<file path="src/rtl/reg_write_arbiter.sv">
// Register-file write-port arbiter between the WB stage and the mul/div unit.
// It also acts as the scoreboard for in-flight mul/div destinations.
module reg_write_arbiter #(
  parameter int unsigned STARVE_MAX = 4
) (
  input  logic        clk,
  input  logic        rst,
  input  logic        wb_we,
  input  logic [4:0]  wb_rd,
  input  logic [31:0] wb_data,
  input  logic        md_valid,
  input  logic [4:0]  md_rd,
  input  logic [31:0] md_data,
  output logic        md_ready,
  input  logic        iss_md,
  input  logic [4:0]  iss_rd,
  input  logic [4:0]  id_rs,
  input  logic [4:0]  id_rt,
  input  logic [4:0]  id_rd,
  input  logic        id_we,
  output logic        sb_stall,
  output logic        force_bubble,
  output logic        sb_err,
  output logic        regWrite,
  output logic [4:0]  writeReg,
  output logic [31:0] writeData
);

  localparam logic [3:0] StarveLim = 4'(STARVE_MAX - 1);

  logic        r_hold_valid;
  logic [4:0]  r_hold_rd;
  logic [31:0] r_hold_data;
  logic [31:0] r_busy;
  logic [3:0]  r_starve_cnt;

  logic        w_accept;
  logic        w_sel_hold;
  logic        w_sel_md;
  logic        w_grant;
  logic        w_load_hold;
  logic [4:0]  w_sel_rd;
  logic [31:0] w_sel_data;
  logic [31:0] w_busy_d;
  logic [31:0] w_busy_eff;
  logic        w_starve;
  logic [3:0]  w_starve_d;

  always_comb begin
    w_accept    = md_valid && !r_hold_valid;
    w_sel_hold  = !wb_we && r_hold_valid;
    w_sel_md    = !wb_we && w_accept;
    w_grant     = wb_we || w_sel_hold || w_sel_md;
    w_load_hold = w_accept && wb_we;

    w_sel_rd   = 5'd0;
    w_sel_data = 32'd0;
    if (wb_we) begin
      w_sel_rd   = wb_rd;
      w_sel_data = wb_data;
    end else if (r_hold_valid) begin
      w_sel_rd   = r_hold_rd;
      w_sel_data = r_hold_data;
    end else if (w_accept) begin
      w_sel_rd   = md_rd;
      w_sel_data = md_data;
    end

    // Clear on mul/div emit first so a same-cycle reissue of that register wins.
    w_busy_d = r_busy;
    if (w_sel_hold || w_sel_md) w_busy_d[w_sel_rd] = 1'b0;
    if (iss_md && iss_rd != 5'd0) w_busy_d[iss_rd] = 1'b1;

    w_starve   = r_hold_valid && wb_we;
    w_starve_d = 4'd0;
    if (w_starve) w_starve_d = (r_starve_cnt == 4'hf) ? 4'hf : r_starve_cnt + 4'd1;
  end

  assign md_ready   = !r_hold_valid;
  assign w_busy_eff = {r_busy[31:1], 1'b0};
  assign sb_stall   = w_busy_eff[id_rs] | w_busy_eff[id_rt] | (id_we & w_busy_eff[id_rd]);

  always_ff @(posedge clk or negedge rst) begin
    if (!rst) begin
      regWrite     <= 1'b0;
      writeReg     <= 5'd0;
      writeData    <= 32'd0;
      r_hold_valid <= 1'b0;
      r_hold_rd    <= 5'd0;
      r_hold_data  <= 32'd0;
      r_busy       <= 32'd0;
      r_starve_cnt <= 4'd0;
      sb_err       <= 1'b0;
      force_bubble <= 1'b0;
    end else begin
      regWrite <= w_grant && (w_sel_rd != 5'd0);
      if (w_grant) begin
        writeReg  <= w_sel_rd;
        writeData <= w_sel_data;
      end
      if (w_load_hold) begin
        r_hold_valid <= 1'b1;
        r_hold_rd    <= md_rd;
        r_hold_data  <= md_data;
      end else if (w_sel_hold) begin
        r_hold_valid <= 1'b0;
      end
      r_busy       <= w_busy_d;
      r_starve_cnt <= w_starve_d;
      force_bubble <= w_starve && (w_starve_d >= StarveLim);
      if (iss_md && r_busy[iss_rd]) sb_err <= 1'b1;
    end
  end

endmodule

</file>
<file path="config.mk">
export PLATFORM = sky130hd
export DESIGN_NAME = reg_write_arbiter
export DESIGN_NICKNAME = d
export VERILOG_FILES = /design/src/rtl/reg_write_arbiter.sv
export SDC_FILE = /design/constraint.sdc
export NUM_CORES = 1
export LEC_CHECK = 0
export ABC_AREA = 1
export CAP_MARGIN = 20
export CELL_PAD_IN_SITES_DETAIL_PLACEMENT = 1
export CELL_PAD_IN_SITES_GLOBAL_PLACEMENT = 1
export CORE_MARGIN = 2
export CORE_UTILIZATION = 37
export CTS_CLUSTER_DIAMETER = 200
export DETAILED_ROUTE_END_ITERATION = 8
export PLACE_DENSITY_LB_ADDON = 0.15
export REMOVE_ABC_BUFFERS = 1
export SLEW_MARGIN = 0
export SYNTH_ARGS = -nofsm -noshare
export SYNTH_HDL_FRONTEND = slang
export SYNTH_SLANG_ARGS = --single-unit
</file>
<file path="constraint.sdc">
create_clock -name clk -period 1.75 [get_ports clk]
set_clock_uncertainty 0.05 [all_clocks]
set_input_delay 0.175 -clock clk [delete_from_list [all_inputs] [get_ports clk]]
set_output_delay 0.175 -clock clk [all_outputs]
set_load 0.01 [all_outputs]
</file>
==> results.json <==
{
  "yosysMostFrequentCell": "nand2_1",
  "r2r-end": "r_busy[7]",
  "ant_nets": 0,
  "critPathMaxFanout": 4,
  "violations": "setup timing",
  "syn_inst": 847,
  "clock_sinks": 114,
  "synth_top_area_share_pct": 44.8,
  "fin_tns_setup_ps": -847,
  "row_count": 47,
  "via_per_inst": 5.32,
  "power_w": 0.0109,
  "cts_buffers": 17,
  "drc": 0,
  "cts.path.max_buffers": 2,
  "drive_gt1_share_pct": 25.7,
  "p_per_area_nw_per_um2": 1110,
  "ys_ff_latch": 114,
  "clock.fmax_ghz": 0.512,
  "antenna_found_initial": 0,
  "clk_pin_slew_ps": 60,
  "critPathLaunch": "r_busy[11]",
  "die_x_um": 135,
  "grt_pass1_vias": 7408,
  "die_h_um": 135,
  "synth_ff_type": "dfrtp_1",
  "comb_power_share_pct": 28.2,
  "worstMarginPinSlew_ps": 788,
  "initial_utilization_pct": 38.1,
  "gr-total-overflow": 0,
  "r2r.worst_path.cells": 8,
  "crit_required_ps": 1520,
  "wl_per_cell_um": 19.6,
  "post-route-period-util_pct": 112,
  "maxCapViolCount": 0,
  "end_kind": "primary output",
  "ys_types": 33,
  "grt_start_max_net_pins": 37,
  "power_leakage_nw": 4.54,
  "io-pin-count": 142,
  "run_status": "finished, violations left",
  "core_area_um2": 16700,
  "r2r-start": "r_hold_valid",
  "dpl_cell_area_um2": 8640,
  "synthTopCellsByCount": "326 x nand2_1, 114 x dfrtp_1, 99 x nand3_1",
  "hold_viol": 0,
  "synth_edf_count": 0,
  "io_buffers": 141,
  "layout.cells.non_filler": 1316,
  "relSlewSlack_pct": 47.2,
  "p_int_w": 0.00729,
  "layout_min_cycle_time_ps": 1950,
  "rsz0062_at_grt": "true",
  "cts_tree": "yes",
  "grt_pass1_wl_um": 38800,
  "drv_slew": 0,
  "finalWeightedCongestion": 0.870,
  "seqPwrFrac_pct": 35.2,
  "syn_area_um2": 6360,
  "antennaDiodeCount": 0,
  "htreeDepth": 4,
  "path_class": "reg2out",
  "dp_cells": 1262,
  "vdd_ir_drop_max_v": 0.000824,
  "die_area_um2": 18300,
  "whs_ps": 195,
  "hpwl_um": 17000,
  "drt_iter0_drc": 353,
  "setup_violations": 19,
  "hold_path.class": "in2async",
  "clkPwrFrac_pct": 36.6,
  "yosys.area.top_type": "dfrtp_1",
  "ys_seq_area_share_pct": 44.8,
  "grtUsageTotal_pct": 27.7,
  "avgSynthCellArea_um2": 7.51,
  "syn_to_final_growth_pct": 54.6,
  "start_kind": "flip-flop",
  "setup_slack_ps": -202,
  "synth.area.top_cells": "dfrtp_1 45%, nand2_1 19%, nand3_1 7.8%, inv_1 4.6%, mux2_2 3.9%",
  "timing.critical_path.arrival_ps": 1730,
  "stdcell_area_um2": 9840,
  "root_buffer": "clkbuf_16",
  "wl_um": 25800,
  "switching_power_w": 0.00359,
  "firstDrtPassIters": 4,
  "ff2ff_setup_slack_ps": -120,
  "final_nets": 1184,
  "switching_share_pct": 33.0,
  "synthArstFlopShare_pct": 100,
  "vias": 6999,
  "insertion_delay_ps": 430,
  "ys.warnings.count": 0
}
## stage by stage
step	utilization, %	worst slack [ps]
after floorplan	-	-743
after global placement	51.7	-565
after detailed placement	51.7	-639
after CTS	56.5	-226
after global routing	58.9	-336
final	58.9	-202
## layout by cell type, fill, tap and decap left out, drive strengths merged, types with 5 or more instances in the layout
cell	synthesis	final
o21bai	6	6
inv	84	87
o2111ai	10	10
buf	11	106
o21ai	44	44
a21oi	23	23
clkbuf	19	18
clkinvlp	0	6
nor2	33	33
nand4	23	23
nand3	102	102
nor3	9	9
bufinv	0	5
o22ai	10	10
dfrtp	114	114
nand2	329	329
mux2	22	22
clkdlybuf4s50	0	136
## power groups by stage
stage	Combinational (W)	Sequential (W)	Clock, W
2_1_floorplan	0.00120	0.00354	0
3_5_place_dp	0.00265	0.00379	0
5_1_grt	0.00334	0.00386	0.00413
6_report	0.00306	0.00383	0.00398
4_1_cts	0.00276	0.00378	0.00401
3_3_place_gp	0.00256	0.00378	0
## worst max-delay path, stage by stage, from the launching register on
cell and delay, ps:
dfrtp_2 460, buf_6 130, a21oi_2 100, o21ai_1 90, nand3_1 70, nand2_1 60
nand2_1 70, nand3_2 70, nand3_2 80, nand2_1 40, buf_2 130
## flip-flops by register name, indices dropped and copies added (netlist names)
register and count:
r_busy 32, r_hold_data 32, writeData 32, r_hold_rd 5
writeReg 5, r_starve_cnt 4, force_bubble 1, r_hold_valid 1
regWrite 1, sb_err 1
## worst max path at each step
stage / endpoint / slack [ps] / depth (start not counted)
3_3_place_gp: sb_stall / -560 / 11
4_1_cts: sb_stall / -230 / 11
3_5_place_dp: sb_stall / -640 / 11
5_1_grt: sb_stall / -340 / 9
6_report: sb_stall / -200 / 10
2_1_floorplan: r_hold_data[0] / -740 / 3
## cells by family after synthesis
group / after synthesis / synth area share, %
adders and majority gates: 1 / 0.197
and+or+nand+nor: 497 / 34.1
DFF: 114 / 44.8
buffers and inverters: 115 / 7.08
muxes: 22 / 3.89
AOI/OAI and AO/OA: 98 / 9.93
## cell type report
class                      instances  area, µm²
clock buffer                      18        439
clock inverter                    14        223
fill                            1984       6860
inverter                          85        340
multi-input combinational        618       3350
sequential                       114       2880
tap                              220        275
timing repair buffer             246       2330
timing repair inverter             1       7.51
## layer usage
| metal | vias up | part of all wire (%) | GRT usage, % |
|---|---|---|---|
| li1 | 3246 | - | - |
| met1 | 3462 | 40 | 33.5 |
| met2 | 223 | 50 | 47.3 |
| met3 | 68 | 6.7 | 7.26 |
| met4 | 0 | 3.4 | 11.0 |
| met5 | - | 0 | 0 |
## repair_timing
action,in CTS,in global routing
cloned,0,1
setup endpoints to repair,32,34
pin swaps,12,56
setup buffers,10,10
hold buffers,1,0
gates resized for setup,31,93
endpoints found under the hold margin,26,0
No activity file was read; power rests on OpenSTA's default activity.
